### config.mk
export PLATFORM = sky130hd
export DESIGN_NAME = neuron_acc_ctrl
export DESIGN_NICKNAME = d
export VERILOG_FILES = /design/src/rtl/neuron_acc_ctrl.sv
export SDC_FILE = /design/constraint.sdc
export NUM_CORES = 1
export LEC_CHECK = 0
export BUFFER_PORTS_ARGS = -buffer_cell sky130_fd_sc_hd__buf_2
export CORE_MARGIN = 1
export CORE_UTILIZATION = 46
export DETAILED_ROUTE_END_ITERATION = 10
export MAX_ROUTING_LAYER = met4
export PLACE_DENSITY = 0.79
export SETUP_SLACK_MARGIN = 0.2
export SYNTH_ARGS = -nofsm -noshare
export SYNTH_HDL_FRONTEND = slang
export SYNTH_SLANG_ARGS = --single-unit
### constraint.sdc
create_clock -name clk -period 1.8 [get_ports clk]
set_input_delay 0.36 -clock clk [delete_from_list [all_inputs] [get_ports clk]]
set_output_delay 0.36 -clock clk [all_outputs]
set_load 0.1 [all_outputs]
### src/rtl/neuron_acc_ctrl.sv
// neuron_acc_ctrl: sequences one accumulation job through an external ALU.
// The accumulator is fed back to the ALU as operand B. Each accepted term
// loads the ALU result and decrements the term counter. The final value is
// presented on out_data until the consumer takes it.
// Optional build macro: NEURON_ACC_SAT_EN. When it is defined, an add of 1
// at the maximum positive accumulator value holds the accumulator at that
// maximum instead of letting the ALU result wrap.
module neuron_acc_ctrl #(
    parameter int alu_width = 12,
    parameter int cnt_width = 8
) (
    input  logic                        clk,
    input  logic                        rst,
    input  logic                        start,
    input  logic [cnt_width-1:0]        num_terms,
    input  logic                        in_valid,
    output logic                        in_ready,
    input  logic                        in_bit,
    input  logic                        in_op,
    output logic                        alu_in_a_lsb,
    output logic                        alu_op,
    output logic signed [alu_width-1:0] alu_in_b,
    input  logic signed [alu_width-1:0] alu_result,
    output logic                        busy,
    output logic                        out_valid,
    input  logic                        out_ready,
    output logic signed [alu_width-1:0] out_data
);

    typedef enum logic [1:0] {
        IDLE  = 2'd0,
        ACCUM = 2'd1,
        DONE  = 2'd2
    } state_t;

    localparam logic signed [alu_width-1:0] ACC_MAX = {1'b0, {(alu_width-1){1'b1}}};
    localparam logic [cnt_width-1:0]        CNT_ONE = cnt_width'(1);

    state_t                        state_q, state_d;
    logic signed [alu_width-1:0]   acc_q, acc_d;
    logic [cnt_width-1:0]          cnt_q, cnt_d;
    logic                          term_acc;
    logic                          sat_hold;

    // The ALU operands pass straight through in every state. Operand B is the
    // raw accumulator, and a negative value is left for the ALU to clamp.
    assign alu_in_a_lsb = in_bit;
    assign alu_op       = in_op;
    assign alu_in_b     = acc_q;

    // Handshake and status signals are decoded from the state alone.
    assign in_ready  = (state_q == ACCUM);
    assign busy      = (state_q != IDLE);
    assign out_valid = (state_q == DONE);
    assign out_data  = acc_q;

    assign term_acc = in_valid && in_ready;

`ifdef NEURON_ACC_SAT_EN
    // Stop an add at the positive limit so it cannot wrap to negative.
    assign sat_hold = !in_op && in_bit && (acc_q == ACC_MAX);
`else
    assign sat_hold = 1'b0;
`endif

    // State, accumulator and counter registers. All three are cleared by the
    // asynchronous reset, which discards any job in progress.
    always_ff @(posedge clk or posedge rst) begin
        if (rst) begin
            state_q <= IDLE;
            acc_q   <= '0;
            cnt_q   <= '0;
        end else begin
            state_q <= state_d;
            acc_q   <= acc_d;
            cnt_q   <= cnt_d;
        end
    end

    // Next-state logic. A start with zero terms goes straight to DONE with
    // the accumulator cleared. The last accepted term moves the FSM to DONE
    // on the same edge.
    always_comb begin
        state_d = state_q;
        acc_d   = acc_q;
        cnt_d   = cnt_q;
        unique case (state_q)
            IDLE: begin
                if (start) begin
                    acc_d = '0;
                    if (num_terms != '0) begin
                        cnt_d   = num_terms;
                        state_d = ACCUM;
                    end else begin
                        cnt_d   = '0;
                        state_d = DONE;
                    end
                end
            end
            ACCUM: begin
                if (term_acc) begin
                    if (!sat_hold)
                        acc_d = alu_result;
                    cnt_d = cnt_q - CNT_ONE;
                    if (cnt_q == CNT_ONE)
                        state_d = DONE;
                end
            end
            DONE: begin
                if (out_ready)
                    state_d = IDLE;
            end
            default: state_d = IDLE;
        endcase
    end

endmodule

==> flow_summary.json <==
{
  "status": "complete, no violations",
  "path_clk_slew_ns": 0.13,
  "finalWeightedCongestion": 0.8741,
  "cp.required_ns": 1.44,
  "port_buffers": 51,
  "fmax_mhz": 630.3,
  "placed_cell_area_mm2": 0.001484,
  "hold_viol": 0,
  "final_area_mm2": 0.001574,
  "synth_area_mm2": 0.001226,
  "via_per_inst": 5.571,
  "core-area_mm2": 0.002500,
  "grt_max_degree": 23,
  "synth_area_per_cell_um2": 10.13,
  "drive_gt1_share_pct": 51.81,
  "ys.warnings.count": 0,
  "fin_skew_ns": 0.01107,
  "setup_violations": 0,
  "crit_path_max_fanout": 6,
  "setup_ws_ns": 0.2134,
  "syn-num-nets": 150,
  "synth_edf_count": 0,
  "grt_overflow": 0,
  "layout_commonest_cell": "buf_2",
  "rsz0062_at_grt": "yes",
  "hp-class": "in2async",
  "crit_start": "state_q[0]$_DFFE_PP0P_",
  "vias": 1092,
  "ctsHoldBuffers": 0,
  "ant_nets": 0,
  "die_w_um": 53.63,
  "cp-start-kind": "flip-flop",
  "endpoint_kind": "output pin",
  "rrSetupSlack_ns": 0.32,
  "numCtsBuffers": 3,
  "synth-async-reset-ratio_pct": 100.0,
  "clockRootBuffer": "clkbuf_4",
  "clock-sinks": 22,
  "drt-initial-drc-count": 23,
  "finalCritPeriodShare_pct": 88.15,
  "ys_ff_latch": 22,
  "start_util_pct": 49.05,
  "synth_top_area_share_pct": 44.90,
  "worstSetupPathType": "reg2out",
  "antenna_found_initial": 0,
  "io_pins": 56,
  "yosysTopAreaCell": "dfrtp_1",
  "wl_per_cell_um": 14.00,
  "n_antenna_cell": 0,
  "reg2reg_to": "alu_in_b[4]$_DFFE_PP0P_",
  "firstDrtPassIters": 4,
  "drc": 0,
  "period_minus_slack_ns": 1.587,
  "slew_headroom_pct": 67.65,
  "cts_tree": "yes",
  "clockBufferDepth": 2,
  "grt_usage_pct": 21.51,
  "tns_ns": 0,
  "place_ws_ns": 0.2714,
  "synth_area_leaders": "dfrtp_1, buf_4, a22o_1",
  "dieArea_mm2": 0.002876,
  "synth_cell_types": 37,
  "wl_mm": 2.744,
  "yosysSeqAreaShare_pct": 44.90,
  "slew_viol_final": 0,
  "worstRegToRegCells": 5,
  "dieHeight_um": 53.63,
  "dp.final_hpwl_mm": 2.071,
  "clock_latency_ns": 0.32,
  "fin_nets": 196,
  "synth_cells": 121,
  "ys.flop_type": "dfrtp_1",
  "critical_path_arrival_ns": 1.23,
  "h-tree-depth": 1,
  "rows": 18,
  "max_cap_viol_count": 0,
  "area_growth_pct": 28.37,
  "layout_common_cells": "buf_2, dfrtp_2, a22o_1",
  "rr_startpoint": "state_q[0]$_DFFE_PP0P_",
  "grt_pass1_vias": 937,
  "grt_pass1_wl_mm": 4.257,
  "tightest_slew_ns": 0.4886
}
-- critical path: stages (launching register included) --
cell     delay (ns)
dfrtp_2        0.47
or2_4          0.27
buf_12         0.16
-- repair_timing --
item	4_1_cts	5_1_grt
buffers inserted	2	2
pin swaps	0	1
resized for setup	4	4
endpoints found under the setup margin	3	8
gates cloned	0	0
-- cell families (layout without fill, tap and decap cells) --
family                     count (synthesis)  after routing  synth area share, %
DFF                                       22             22                44.90
buffers and inverters                     24             69                12.55
AOI/OAI and AO/OA                         34             34                20.82
and+or+nand+nor                           39             39                19.69
adders and majority gates                  2              2                2.040
-- stage by stage --
| stage | hold slack, ns | instances | utilization, % |
|---|---|---|---|
| after floorplan | 0.3484 | 121 | - |
| after global placement | 0.4017 | 188 | 59.36 |
| after detailed placement | 0.4146 | 188 | 59.36 |
| after CTS | 0.06083 | 194 | 61.71 |
| after global routing | 0.08478 | 196 | 62.96 |
| final | 0.05172 | 196 | 62.96 |
-- cell type report --
cell class | instances | area [um2]
inverter | 5 | 18.77
multi-input combinational | 75 | 541.8
sequential | 22 | 568.0
timing repair buffer | 60 | 371.6
tap | 30 | 37.54
fill | 215 | 925.9
clock buffer | 4 | 36.28
-- routing by layer --
layer / GRT usage (%) / vias to the layer above / routed length, um
li1: - / 520 / -
met1: 26.37 / 514 / 1197
met2: 35.00 / 52 / 1280
met3: 3.107 / 6 / 220
met4: 9.649 / 0 / 46
met5: - / - / 0
-- worst max-delay path by stage --
stage,to,cells after the start
after detailed placement,alu_in_b[0]$_DFFE_PP0P_,4
after global placement,alu_in_b[1]$_DFFE_PP0P_,4
after global routing,busy,2
after floorplan,out_valid,1
final,busy,2
after CTS,in_ready,3
-- flip-flops by register name (all words and copies together) (netlist names) --
| name | cells |
|---|---|
| alu_in_b | 12 |
| cnt_q | 8 |
| state_q | 2 |
-- Yosys cell counts, drive strengths merged, types with 2 or more instances --
| library cell | n |
|---|---|
| dfrtp | 22 |
| buf | 18 |
| a22o | 12 |
| nand2 | 10 |
| inv | 5 |
| nand3 | 5 |
| a21oi | 4 |
| nor2 | 4 |
| nor4 | 4 |
| o21ai | 4 |
| nand2b | 3 |
| nor2b | 3 |
| a31oi | 2 |
| a32oi | 2 |
| ha | 2 |
| nand4b | 2 |
| nor4b | 2 |
| o211ai | 2 |
Power is not shown: default switching activity piles up to over one toggle a cycle in this logic, so the estimate is an artifact.
